[config.mk]
export PLATFORM = sky130hd
export DESIGN_NAME = ex_mem_stage
export DESIGN_NICKNAME = d
export VERILOG_FILES = /design/src/rtl/ex_pkg.sv /design/src/rtl/br_cond_eval.sv /design/src/rtl/ex_mem_stage.sv
export SDC_FILE = /design/constraint.sdc
export NUM_CORES = 1
export LEC_CHECK = 0
export ABC_AREA = 1
export CORE_ASPECT_RATIO = 0.7
export CORE_UTILIZATION = 41
export CTS_CLUSTER_SIZE = 24
export DETAILED_ROUTE_END_ITERATION = 16
export PLACE_DENSITY = 0.8
export SLEW_MARGIN = 20
export SYNTH_ARGS = -nofsm -noshare
export SYNTH_HDL_FRONTEND = slang
export SYNTH_SLANG_ARGS = --single-unit
[constraint.sdc]
create_clock -name clk -period 1.6 [get_ports clk]
set_input_delay 0.16 -clock clk [delete_from_list [all_inputs] [get_ports clk]]
set_output_delay 0.16 -clock clk [all_outputs]
set_load 0.02 [all_outputs]
[src/rtl/ex_pkg.sv]
// ex_pkg: types and constants shared by the EX/MEM stage and the
// fetch-stage predictor checker.
//   BR_EQ..BR_AL : 3-bit branch condition encodings
//   cc_t         : condition-code register {z, v, n}
//   ex_mem_t     : payload carried from EX into MEM
// The payload widths are fixed here; the DW and RW parameters of
// ex_mem_stage must match EX_DW and EX_RW.
package ex_pkg;

  localparam int EX_DW = 16;
  localparam int EX_RW = 3;

  localparam logic [2:0] BR_EQ = 3'd0;
  localparam logic [2:0] BR_NE = 3'd1;
  localparam logic [2:0] BR_LT = 3'd2;
  localparam logic [2:0] BR_GE = 3'd3;
  localparam logic [2:0] BR_GT = 3'd4;
  localparam logic [2:0] BR_LE = 3'd5;
  localparam logic [2:0] BR_OV = 3'd6;
  localparam logic [2:0] BR_AL = 3'd7;

  typedef struct packed {
    logic z;
    logic v;
    logic n;
  } cc_t;

  typedef struct packed {
    logic [EX_DW-1:0] result;
    logic [EX_DW-1:0] store_data;
    logic [EX_RW-1:0] rd;
    logic             reg_we;
    logic             mem_re;
    logic             mem_we;
  } ex_mem_t;

endpackage

[src/rtl/br_cond_eval.sv]
// br_cond_eval: purely combinational branch-condition resolver.
//   cc    in  cc_t   condition codes to test
//   cond  in  3      condition encoding (BR_EQ..BR_AL)
//   taken out 1      condition holds
module br_cond_eval
  import ex_pkg::*;
(
  input  cc_t        cc,
  input  logic [2:0] cond,
  output logic       taken
);

  logic lt;

  // Signed less-than after a compare: negative result unless overflowed.
  assign lt = cc.n ^ cc.v;

  always_comb begin
    taken = 1'b0;
    unique case (cond)
      BR_EQ:   taken = cc.z;
      BR_NE:   taken = ~cc.z;
      BR_LT:   taken = lt;
      BR_GE:   taken = ~lt;
      BR_GT:   taken = ~cc.z & ~lt;
      BR_LE:   taken = cc.z | lt;
      BR_OV:   taken = cc.v;
      BR_AL:   taken = 1'b1;
      default: taken = 1'b0;
    endcase
  end

endmodule

[src/rtl/ex_mem_stage.sv]
// ex_mem_stage: one-entry valid/ready pipeline register between the
// ALU and the memory stage. Also owns the condition-code register and
// resolves branches against it, pulsing redirect for one cycle when a
// branch is taken.
// Ports:
//   clk, rst_n                 clock, async active-low reset
//   in_valid / in_ready        upstream handshake
//   in_result, in_z/v/n        ALU result and flags
//   in_flag_we                 instruction updates CC
//   in_is_branch, in_br_cond,
//   in_br_target               branch description
//   in_rd, in_reg_we, in_mem_re,
//   in_mem_we, in_store_data   payload to the memory stage
//   flush                      squash from a later-stage exception
//   out_valid / out_ready      downstream handshake
//   out_result, out_store_data,
//   out_rd, out_reg_we,
//   out_mem_re, out_mem_we     registered payload (controls masked by out_valid)
//   cc_z, cc_v, cc_n           current CC register
//   redirect, redirect_pc      one-cycle taken-branch redirect
// Optional: define EX_MEM_PERF_EN to add perf_stall, perf_taken and
// perf_flush 16-bit wrapping event counters.
module ex_mem_stage
  import ex_pkg::*;
#(
  parameter int DW = 16,
  parameter int RW = 3
) (
  input  logic          clk,
  input  logic          rst_n,
  input  logic          in_valid,
  output logic          in_ready,
  input  logic [DW-1:0] in_result,
  input  logic          in_z,
  input  logic          in_v,
  input  logic          in_n,
  input  logic          in_flag_we,
  input  logic          in_is_branch,
  input  logic [2:0]    in_br_cond,
  input  logic [DW-1:0] in_br_target,
  input  logic [RW-1:0] in_rd,
  input  logic          in_reg_we,
  input  logic          in_mem_re,
  input  logic          in_mem_we,
  input  logic [DW-1:0] in_store_data,
  input  logic          flush,
  output logic          out_valid,
  input  logic          out_ready,
  output logic [DW-1:0] out_result,
  output logic [DW-1:0] out_store_data,
  output logic [RW-1:0] out_rd,
  output logic          out_reg_we,
  output logic          out_mem_re,
  output logic          out_mem_we,
  output logic          cc_z,
  output logic          cc_v,
  output logic          cc_n,
  output logic          redirect,
  output logic [DW-1:0] redirect_pc
`ifdef EX_MEM_PERF_EN
  ,
  output logic [15:0]   perf_stall,
  output logic [15:0]   perf_taken,
  output logic [15:0]   perf_flush
`endif
);

  logic          valid_q, valid_d;
  ex_mem_t       payload_q, payload_d;
  cc_t           cc_q, cc_d;
  logic          redirect_q, redirect_d;
  logic [DW-1:0] redirect_pc_q, redirect_pc_d;
  logic          accept;
  logic          cond_true;

  // Evaluated against the CC as it stands before this instruction.
  br_cond_eval u_br_cond_eval (
    .cc    (cc_q),
    .cond  (in_br_cond),
    .taken (cond_true)
  );

  assign in_ready = ~valid_q | out_ready;
  assign accept   = in_valid & in_ready & ~flush;

  always_comb begin
    valid_d       = valid_q;
    payload_d     = payload_q;
    cc_d          = cc_q;
    redirect_d    = 1'b0;
    redirect_pc_d = redirect_pc_q;

    if (flush) begin
      valid_d = 1'b0;
    end else if (accept) begin
      valid_d              = 1'b1;
      payload_d.result     = in_result;
      payload_d.store_data = in_store_data;
      payload_d.rd         = in_rd;
      payload_d.reg_we     = in_reg_we;
      payload_d.mem_re     = in_mem_re;
      payload_d.mem_we     = in_mem_we;
      // Branches never write flags, even if flag_we is set upstream.
      if (in_flag_we && !in_is_branch) begin
        cc_d = '{z: in_z, v: in_v, n: in_n};
      end
      if (in_is_branch && cond_true) begin
        redirect_d    = 1'b1;
        redirect_pc_d = in_br_target;
      end
    end else if (out_ready) begin
      valid_d = 1'b0;
    end
  end

  always_ff @(posedge clk or negedge rst_n) begin
    if (!rst_n) begin
      valid_q       <= 1'b0;
      payload_q     <= '0;
      cc_q          <= '0;
      redirect_q    <= 1'b0;
      redirect_pc_q <= '0;
    end else begin
      valid_q       <= valid_d;
      payload_q     <= payload_d;
      cc_q          <= cc_d;
      redirect_q    <= redirect_d;
      redirect_pc_q <= redirect_pc_d;
    end
  end

  assign out_valid      = valid_q;
  assign out_result     = payload_q.result;
  assign out_store_data = payload_q.store_data;
  assign out_rd         = payload_q.rd;
  // Side-effecting controls must never leak out of an empty stage.
  assign out_reg_we     = valid_q & payload_q.reg_we;
  assign out_mem_re     = valid_q & payload_q.mem_re;
  assign out_mem_we     = valid_q & payload_q.mem_we;
  assign cc_z           = cc_q.z;
  assign cc_v           = cc_q.v;
  assign cc_n           = cc_q.n;
  assign redirect       = redirect_q;
  assign redirect_pc    = redirect_pc_q;

`ifdef EX_MEM_PERF_EN
  logic [15:0] stall_cnt_q, stall_cnt_d;
  logic [15:0] taken_cnt_q, taken_cnt_d;
  logic [15:0] flush_cnt_q, flush_cnt_d;

  always_comb begin
    stall_cnt_d = stall_cnt_q;
    taken_cnt_d = taken_cnt_q;
    flush_cnt_d = flush_cnt_q;
    if (valid_q && !out_ready) stall_cnt_d = stall_cnt_q + 16'd1;
    // Counted as the pulse is launched so the count matches the pulse cycle.
    if (redirect_d)            taken_cnt_d = taken_cnt_q + 16'd1;
    if (flush && valid_q)      flush_cnt_d = flush_cnt_q + 16'd1;
  end

  always_ff @(posedge clk or negedge rst_n) begin
    if (!rst_n) begin
      stall_cnt_q <= '0;
      taken_cnt_q <= '0;
      flush_cnt_q <= '0;
    end else begin
      stall_cnt_q <= stall_cnt_d;
      taken_cnt_q <= taken_cnt_d;
      flush_cnt_q <= flush_cnt_d;
    end
  end

  assign perf_stall = stall_cnt_q;
  assign perf_taken = taken_cnt_q;
  assign perf_flush = flush_cnt_q;
`endif

endmodule
==> flow_summary.ini <==
[detailed_routing]
firstDrtPassIters = 4
finalWirelength_um = 6480
drt_iter0_drc = 81
drcViolationCount = 0
via_per_inst = 4.46
wl_per_cell_um = 12.4
ant_nets = 0
vias = 2330

[synthesis]
yosys.area.top_type = dfrtp_1
ys_ff_latch = 59
yosysMostFrequentCell = nand2_1
yosysWarnings = 0
synth_top_area_share = 0.540
yosysUniqueCellTypes = 19
synth_edf_count = 0
postSynthAreaPerCell_um2 = 8.29
syn_area_um2 = 2740
synthCells = 330
synthArstFlopShare = 1.00
yosys-top-cells-count = nand2_1 (164), dfrtp_1 (59), buf_4 (35), nand3_1 (18), inv_1 (13)
synth_nets = 397
ys_seq_area_frac = 0.540
synth_ff_type = dfrtp_1
synth_area_leaders = dfrtp_1 (54%), nand2_1 (23%), buf_4 (9.6%)

[critical_path]
critPathBufInv = 1
worstPathCellList = clkdlybuf4s50_1
worstSetupEndpointType = primary output
crit_type = flop to primary output
crit_fanout = 5
required_ns = 1.44
crit_arrival_ns = 1.39
crit_family = buffers and inverters
crit_path_start_kind = flop
slowest_delay_ns = 0.63
cp_slowest_cell = clkdlybuf4s50_1

[sta]
fin_skew_ns = 0.00528
fin_crit_ns = 1.55
period_share = 0.968
fmax_mhz = 646
slew_headroom = 0.703
timing_hold_violations_final = 0
worst_slew_pin_slew_ns = 0.445
fin_hold_ws_ns = 0.307
finalMaxSlewViolations = 0
finalSetupViolations = 0
rsz0062_at_grt = no

[pwr]
leakage_nw = 2.03
p_total_mw = 4.62
peakVddDrop_uv = 695
power.density_nw_per_um2 = 1150

[layout]
layout.nets = 494
final_core_utilization = 0.633
fillCellCount = 537
area_growth_pct = 46.7
drive_above_1_share = 0.0766
final_cells = 522
design_area_um2 = 4010
diodes = 0

[placed_design]
dp.cells = 506
dpl.hpwl_um = 4700
place_area_um2 = 3840
io_buffers = 126
place_congestion = 0.809

[clocking]
clkSinkCount = 59
clkSlewWorstSetupHoldPaths_ns = 0.06
post_cts_buffers = 0
root_buffer = clkbuf_8
cts_buffers = 9
insertion_delay_ns = 0.32
htree_levels = 3
cts_tree = built
clockBufferDepth = 2

[global_routing]
antenna_found_initial = 0
grt.total_usage = 0.199
grt_pass1_vias = 2313
grt-ovfl-total = 0
grt_start_max_net_pins = 41
grt_pass1_wl_um = 10600

[min_path]
hold_path_class = input port to async pin

[die]
die_x_um = 99.6
io_pins = 127
rows = 24
start_util = 0.432
die_area_um2 = 7010
die_h_um = 70.3
core_area_um2 = 6340

[outcome]
status = finished clean

[job]
maxCapViolCount = 0
## power by group
part           total, mW  switching, mW  leakage, nW  internal, mW
Sequential          1.95          0.179        0.731          1.77
Clock               1.12          0.529       0.0860         0.588
Combinational       1.55          0.789         1.21         0.757
Total               4.62           1.50         2.03          3.12
## kinds of logic after synthesis
family                 Yosys count  share of synthesized area
AND/OR/NAND/NOR                203                      0.303
buffers and inverters           63                      0.143
flip-flops                      59                      0.540
AO/OA/AOI/OAI                    5                     0.0142
## metrics by stage
stage	setup WS (ns)	TNS (ns)
global route	0.00399	0
floorplan	0.128	0
global placement	-0.0387	-0.561
detailed placement	-0.130	-1.79
CTS	0.0366	0
finish	0.0512	0
## sequential cells by signal (all words and copies together), names as in the netlist
name	count
cc_n	1
cc_v	1
cc_z	1
out_rd	3
out_result	16
out_store_data	16
out_valid	1
payload_q	3
redirect	1
redirect_pc	16
## area by class of cell
cell class              instances  area [µm²]  area share
clock buffers                  12         145      0.0362
repair buffers                132        1320       0.330
multi-input cells             208         875       0.218
flip-flops and latches         59        1480       0.368
clock inverters                 3        15.0     0.00374
inverters                      17        63.8      0.0159
well taps                      91         114      0.0284
## layout by cell type (no fill, tap or decap), types with 2 or more instances in the layout
| cell | Yosys | final |
|---|---|---|
| a21oi_1 | 4 | 4 |
| buf_12 | 0 | 2 |
| buf_4 | 35 | 3 |
| clkbuf_1 | 2 | 2 |
| clkbuf_8 | 0 | 10 |
| clkdlybuf4s50_1 | 0 | 121 |
| clkinv_2 | 0 | 3 |
| dfrtp_1 | 59 | 59 |
| dlygate4sd2_1 | 0 | 4 |
| inv_1 | 13 | 13 |
| inv_2 | 4 | 4 |
| nand2_1 | 164 | 164 |
| nand3_1 | 18 | 18 |
| nand3_2 | 3 | 3 |
| nor2_1 | 10 | 9 |
| nor2_2 | 2 | 3 |
## layer usage
metal  vias to the layer above  part of all wire  GRT usage
met3                         9             0.090     0.0801
met2                       101              0.44      0.309
li1                       1160                 -          -
met5                         -                 0          0
met4                         0             0.012     0.0784
met1                      1060              0.45      0.247
## timing repair
item,in CTS,in global routing
endpoints found under the setup margin,4,6
hold buffers,1,0
endpoints found under the hold margin,19,0
pin swaps,0,1
gates resized for setup,4,2
## final timing paths
path	startpoint	endpoint	slack [ns]	cells after the start
hold / removal	rst_n	out_result[5]$_DFFE_PN0P_	0.31	2
max in group asynchronous	rst_n	out_store_data[8]$_DFFE_PN0P_	0.73	3
hold reg to reg	redirect_pc[6]$_DFFE_PN0P_	redirect_pc[6]$_DFFE_PN0P_	0.47	2
setup reg to reg	out_valid$_DFFE_PN0P_	cc_v$_DFFE_PN0P_	0.14	9
setup / recovery	out_valid$_DFFE_PN0P_	out_valid	0.05	1
min in group clk	in_store_data[14]	out_store_data[14]$_DFFE_PN0P_	0.36	3
No activity file was read; power rests on OpenSTA's default activity.
